## src/rtl/hdmi_cfg_sequencer.sv

```systemverilog
// -----------------------------------------------------------------------------
// HdmiCfgSequencer (top module hdmi_cfg_sequencer)
//
// Walks a register table and writes every entry into an HDMI transmitter
// through an external I2C byte-write master. A pass starts automatically
// after reset, waits a settle delay, then issues one write per table entry
// in ascending order. A NACKed write is retried up to RETRY_MAX times
// before the sequencer gives up in ERROR.
//
// Optional feature macro: HDMI_CFG_INT_RESTART_EN
//   When defined, a rising edge on the transmitter interrupt (hot-plug)
//   restarts a pass. An edge seen while a pass is running is remembered
//   and honoured as soon as that pass ends. When undefined, the interrupt
//   input is ignored and no synchronizer or pending flag exists.
// -----------------------------------------------------------------------------
module hdmi_cfg_sequencer #(
    parameter int         NUM_REGS      = 16,
    parameter int         SETTLE_CYCLES = 50000,
    parameter int         RETRY_MAX     = 3,
    parameter logic [6:0] DEV_ADDR      = 7'h39
) (
    input  logic        clock_50,
    input  logic        reset,
    input  logic        start,
    input  logic        interrupt,
    output logic [4:0]  tbl_addr,
    input  logic [15:0] tbl_data,
    output logic        i2c_req,
    output logic [6:0]  i2c_dev,
    output logic [7:0]  i2c_reg,
    output logic [7:0]  i2c_wdata,
    input  logic        i2c_done,
    input  logic        i2c_nack,
    output logic        busy,
    output logic        cfg_done,
    output logic        cfg_error
);

    // Counter widths are kept at least one bit so tiny parameter values
    // still produce legal vectors.
    localparam int CNT_W = (SETTLE_CYCLES > 2) ? $clog2(SETTLE_CYCLES) : 1;
    localparam int RC_W  = (RETRY_MAX > 0) ? $clog2(RETRY_MAX + 1) : 1;

    localparam logic [CNT_W-1:0] SETTLE_LAST = CNT_W'(SETTLE_CYCLES - 1);
    localparam logic [4:0]       LAST_INDEX  = 5'(NUM_REGS - 1);
    localparam logic [RC_W-1:0]  RETRY_LIMIT = RC_W'(RETRY_MAX);

    typedef enum logic [2:0] {
        ST_IDLE,
        ST_SETTLE,
        ST_FETCH,
        ST_LATCH,
        ST_ISSUE,
        ST_WAIT,
        ST_DONE,
        ST_ERROR
    } state_t;

    state_t           r_state;
    logic [CNT_W-1:0] r_settleCnt;
    logic [4:0]       r_index;
    logic [RC_W-1:0]  r_retryCnt;
    logic [4:0]       r_tblAddr;
    logic             r_i2cReq;
    logic [7:0]       r_i2cReg;
    logic [7:0]       r_i2cWdata;
    logic             r_busy;
    logic             r_cfgDone;
    logic             r_cfgError;

    logic             w_intRise;
    logic             w_pending;
    logic             w_restart;

`ifdef HDMI_CFG_INT_RESTART_EN
    logic r_intSync1;
    logic r_intSync2;
    logic r_intPrev;
    logic r_pending;

    // Two-flop synchronizer for the asynchronous interrupt plus one more
    // flop so a rising edge can be detected in the clock_50 domain.
    always_ff @(posedge clock_50) begin
        if (!reset) begin
            r_intSync1 <= 1'b0;
            r_intSync2 <= 1'b0;
            r_intPrev  <= 1'b0;
        end else begin
            r_intSync1 <= interrupt;
            r_intSync2 <= r_intSync1;
            r_intPrev  <= r_intSync2;
        end
    end

    assign w_intRise = r_intSync2 & ~r_intPrev;

    // Remember an interrupt edge that arrives mid-pass; it is dropped once
    // the sequencer sits in DONE/ERROR, where the FSM has already used it
    // to restart in that same cycle.
    always_ff @(posedge clock_50) begin
        if (!reset) begin
            r_pending <= 1'b0;
        end else if (r_busy && w_intRise) begin
            r_pending <= 1'b1;
        end else if (r_state == ST_DONE || r_state == ST_ERROR) begin
            r_pending <= 1'b0;
        end
    end

    assign w_pending = r_pending;
`else
    logic w_unusedInt;

    assign w_unusedInt = interrupt;
    assign w_intRise   = 1'b0;
    assign w_pending   = 1'b0;
`endif

    // A start pulse, a fresh interrupt edge or a remembered edge all map
    // onto the same single restart request.
    assign w_restart = start | w_intRise | w_pending;

    // Main sequencer: state, counters and all registered outputs move
    // together so the outputs never glitch between states.
    always_ff @(posedge clock_50) begin
        if (!reset) begin
            r_state     <= ST_IDLE;
            r_settleCnt <= '0;
            r_index     <= '0;
            r_retryCnt  <= '0;
            r_tblAddr   <= '0;
            r_i2cReq    <= 1'b0;
            r_i2cReg    <= '0;
            r_i2cWdata  <= '0;
            r_busy      <= 1'b0;
            r_cfgDone   <= 1'b0;
            r_cfgError  <= 1'b0;
        end else begin
            case (r_state)
                ST_IDLE: begin
                    r_state     <= ST_SETTLE;
                    r_settleCnt <= '0;
                    r_index     <= '0;
                    r_retryCnt  <= '0;
                    r_busy      <= 1'b1;
                    r_cfgDone   <= 1'b0;
                    r_cfgError  <= 1'b0;
                end

                ST_SETTLE: begin
                    if (r_settleCnt == SETTLE_LAST) begin
                        r_state   <= ST_FETCH;
                        r_tblAddr <= r_index;
                    end else begin
                        r_settleCnt <= r_settleCnt + CNT_W'(1);
                    end
                end

                ST_FETCH: begin
                    r_state <= ST_LATCH;
                end

                ST_LATCH: begin
                    r_i2cReg   <= tbl_data[15:8];
                    r_i2cWdata <= tbl_data[7:0];
                    r_i2cReq   <= 1'b1;
                    r_state    <= ST_ISSUE;
                end

                ST_ISSUE: begin
                    r_i2cReq <= 1'b1;
                    r_state  <= ST_WAIT;
                end

                ST_WAIT: begin
                    if (i2c_done) begin
                        r_i2cReq <= 1'b0;
                        if (!i2c_nack) begin
                            r_retryCnt <= '0;
                            if (r_index == LAST_INDEX) begin
                                r_state   <= ST_DONE;
                                r_busy    <= 1'b0;
                                r_cfgDone <= 1'b1;
                            end else begin
                                r_index   <= r_index + 5'd1;
                                r_tblAddr <= r_index + 5'd1;
                                r_state   <= ST_FETCH;
                            end
                        end else if (r_retryCnt < RETRY_LIMIT) begin
                            r_retryCnt <= r_retryCnt + RC_W'(1);
                            r_state    <= ST_ISSUE;
                        end else begin
                            r_state    <= ST_ERROR;
                            r_busy     <= 1'b0;
                            r_cfgError <= 1'b1;
                        end
                    end
                end

                ST_DONE, ST_ERROR: begin
                    if (w_restart) begin
                        r_state     <= ST_SETTLE;
                        r_settleCnt <= '0;
                        r_index     <= '0;
                        r_retryCnt  <= '0;
                        r_busy      <= 1'b1;
                        r_cfgDone   <= 1'b0;
                        r_cfgError  <= 1'b0;
                    end
                end

                default: begin
                    r_state <= ST_IDLE;
                end
            endcase
        end
    end

    assign tbl_addr  = r_tblAddr;
    assign i2c_req   = r_i2cReq;
    assign i2c_dev   = DEV_ADDR;
    assign i2c_reg   = r_i2cReg;
    assign i2c_wdata = r_i2cWdata;
    assign busy      = r_busy;
    assign cfg_done  = r_cfgDone;
    assign cfg_error = r_cfgError;

endmodule

```

## config.mk

```make
export PLATFORM = sky130hd
export DESIGN_NAME = hdmi_cfg_sequencer
export DESIGN_NICKNAME = d
export VERILOG_FILES = /design/src/rtl/hdmi_cfg_sequencer.sv
export SDC_FILE = /design/constraint.sdc
export NUM_CORES = 1
export LEC_CHECK = 0
export CORE_UTILIZATION = 39
export CTS_CLUSTER_DIAMETER = 60
export DETAILED_ROUTE_END_ITERATION = 10
export DONT_BUFFER_PORTS = 1
export HOLD_SLACK_MARGIN = 0.15
export SLEW_MARGIN = 5
export SYNTH_ARGS = -nofsm -noshare
export SYNTH_HDL_FRONTEND = slang
export SYNTH_SLANG_ARGS = --single-unit
export TNS_END_PERCENT = 30
```

## constraint.sdc

```tcl
create_clock -name clock_50 -period 1.7 [get_ports clock_50]
set_input_delay 0.255 -clock clock_50 [delete_from_list [all_inputs] [get_ports clock_50]]
set_output_delay 0.255 -clock clock_50 [all_outputs]
set_load 0.005 [all_outputs]
```

==> results by group <==
Finish
  – Nets@finish: 409
  – Final std cells w/o fill: 478
  – Max reg flops: 16
  – Layout cells sized above 1: 24.1%
  – Most frequent cells in the layout: nand2_1, dfxtp_1, buf_4
  – Fill cells: 676
  – Diode count: 0
  – P&R area growth vs syn: 24.9%
  – Leading cell type in the layout, fill and taps excluded: nand2_1

STA
  – Worst Max-Slew Pin Slew: 549 ps
  – Fin. Hold Viols: 0
  – Final setup vio count: 0
  – Final Max Slew Viols: 0
  – Fmax: 604 MHz
  – Final Cycle Share: 97.3%
  – Setup TNS: 0 ps
  – Final min period: 1650 ps
  – RSZ-0062 raised after global routing: true
  – Final Skew: 12.8 ps
  – Slew HR: 63.3%

Setup path
  – Most frequent cell on the critical path: ha_4
  – Reg2reg path depth: 8
  – Delay-heaviest family, CP: simple AND/OR/NAND/NOR gates
  – CP Launch Type: flop
  – R2R Path Start: r_index[1]
  – Worst Setup SP: r_index[1]
  – Reg-to-Reg End: r_index[4]
  – CP Buf/Inv Count: 1
  – Crit-path slowest cell: dfxtp_2
  – Critical path required time: 1960 ps
  – CP Max Fanout: 4
  – Cell Chain, Critical Path: ha_4 > and3_4 > ha_4 > nor2_4 > buf_6 > nand4_1 > nor3_1 > a31o_2
  – R2R setup slack: 50 ps
  – Critical Path End Type: flop
  – CP peak stage delay: 350 ps
  – Total stage count of the critical path: 8
  – Crit path to: r_index[4]
  – Arr. time, crit path: 1920 ps
  – Crit Path Class: flop to flop

Logic synthesis
  – Syn Area/Cell: 8.55 sq um
  – Post-Synth XOR/XNOR Area: 0%
  – Async SR Flop Fraction: 0%
  – Top FF cell, synth: dfxtp_1
  – Syn. warnings: 0
  – Sequential fraction of the synthesis area: 35.7%
  – Main combinational cell family by area after synthesis: simple AND/OR/NAND/NOR gates
  – Top cells by area, synth: dfxtp_1, nand2_1, mux2i_1
  – Mux share of post-synthesis cell area: 4.59%
  – Post-synthesis adder-cell area fraction: 2.97%
  – Top cell type's share of synthesized area: 35.7%
  – Distinct cells, synth: 67
  – Synth Instances: 335
  – Simple-Gate Fraction of Synth Area: 25.3%
  – Post-Syn Area: 2860 sq um
  – Synth Register Bits: 51
  – Largest area contributor in the netlist: dfxtp_1
  – Synth Area in Compound Gates: 24.2%
  – EDFF count, synth: 0

Global route
  – Antenna violations before repair: 0
  – Vias in the first global route: 2516
  – GR Overflow Total: 0
  – All-Layer GR Usage: 18.9%
  – Largest net degree at the start of global routing: 31
  – Global-route wire length before repair: 11.6 mm

Floorplan
  – Die Ht: 87.7 microns
  – Core Area: 6940 sq um
  – Die width: 87.7 microns
  – Die area: 7690 sq um
  – Starting Density: 41.2%
  – Number of primary I/O pins: 54
  – # rows: 30

Power and ir drop
  – Pleak: 1.30 nW
  – VDD IR-drop max: 383 uV
  – Power Density: 710 nW/um^2
  – Total power: 2.54 mW

Placed design
  – Dpl cells: 450
  – Post-DP HPWL: 4.66 mm
  – Final Wtd Congestion: 0.832
  – Port Buffers: 0

Route
  – Drt wl/cell: 14.8 microns
  – Initial DRC Count: 114
  – Number of vias per cell: 5.37
  – Final WL: 7.05 mm
  – Via count: 2568
  – DRT antenna net count: 0
  – 1st-pass router iterations: 4
  – # DRC: 0

Outcome
  – Status: finished, final reports clean

Clock tree
  – Clock root cell: clkbuf_8
  – Reg clk slew, reported paths: 100 ps
  – Clock sinks: 51
  – TritonCTS clock tree: yes
  – Clock Latency Late Sink: 310 ps
  – CTS H-tree lvls: 2
  – CTS buffer count: 5
  – Deepest clock path buffer count: 2

Hold path
  – Worst min path class: input pin to flop

Flow run
  – Max cap viols: 0
[stage by stage]
step / hold slack, ps / cell area (sq um) / util [%] / worst slack (ps)
after floorplan: 391 / 2880 / - / 1.16
after global placement: 393 / 3170 / 45.7 / -27.2
after detailed placement: 398 / 3170 / 45.7 / -64.4
after CTS: 172 / 3470 / 50.0 / 1.86
after global routing: 182 / 3580 / 51.5 / -50.4
final: 176 / 3580 / 51.5 / 45.1
[tightest hold or removal path, delay by kind of cell]
kind | cells | cell delay (ps)
and+or+nand+nor | 1 | 50
AOI/OAI and AO/OA | 2 | 140
[routing by layer]
layer  global-route usage (%)  up-vias  share of wire [%]
li1                         -     1300                  -
met1                     24.9     1210                 47
met2                     31.7       53                 49
met3                     3.68        5                4.0
met4                     4.77        0               0.35
met5                        0        -                  0
[Yosys cell counts (5+ instances only)]
cell type  number
nand2_1        68
dfxtp_1        51
a21oi_1        21
mux2i_1        12
buf_4          10
nand2b_1       10
o21ai_0        10
buf_2           8
inv_1           8
nand3_1         8
clkbuf_1        7
nand4_1         7
nor2_1          7
a31oi_1         6
ha_1            6
a41o_1          5
and3_1          5
nor3_1          5
[cell families (layout without fill, tap and decap cells)]
group	after synthesis	after routing
and+or+nand+nor	136	136
DFF	51	51
adders and majority gates	7	7
other	2	7
muxes	13	13
buffers and inverters	37	79
AOI/OAI and AO/OA	89	89
[report_power, final]
| group | switching [mW] | internal, mW | leakage [nW] |
|---|---|---|---|
| clock | 0.415 | 0.289 | 0.0412 |
| sequential | 0.0298 | 1.23 | 0.415 |
| combinational | 0.304 | 0.266 | 0.840 |
[final cells by class]
cell class	count	area (sq um)	area share (%)
Sequential cell	51	1030	28.7
Multi-Input combinational cell	252	1760	49.3
Timing Repair Buffer	61	542	15.2
Clock inverter	2	12.5	0.350
Inverter	10	37.5	1.05
Tap cell	96	120	3.36
Clock buffer	6	72.6	2.03
[worst min-delay path by stage]
| stage | start | endpoint | slack [ps] | depth (start not counted) |
|---|---|---|---|---|
| 2_1_floorplan | tbl_data[8] | i2c_reg[0] | 390 | 2 |
| 3_3_place_gp | tbl_data[13] | i2c_reg[5] | 390 | 2 |
| 3_5_place_dp | reset | i2c_req | 400 | 1 |
| 4_1_cts | reset | r_retryCnt[0] | 170 | 3 |
| 5_1_grt | reset | r_retryCnt[0] | 180 | 3 |
| 6_report | reset | r_retryCnt[0] | 180 | 3 |
[repair_timing]
item,CTS,global route
endpoints found under the hold margin,41,0
buffers inserted,0,2
pin swaps,1,5
hold buffers,18,0
setup endpoints to repair,12,26
gates resized for setup,5,20
Note: power is estimated with default switching activity, not from simulation.
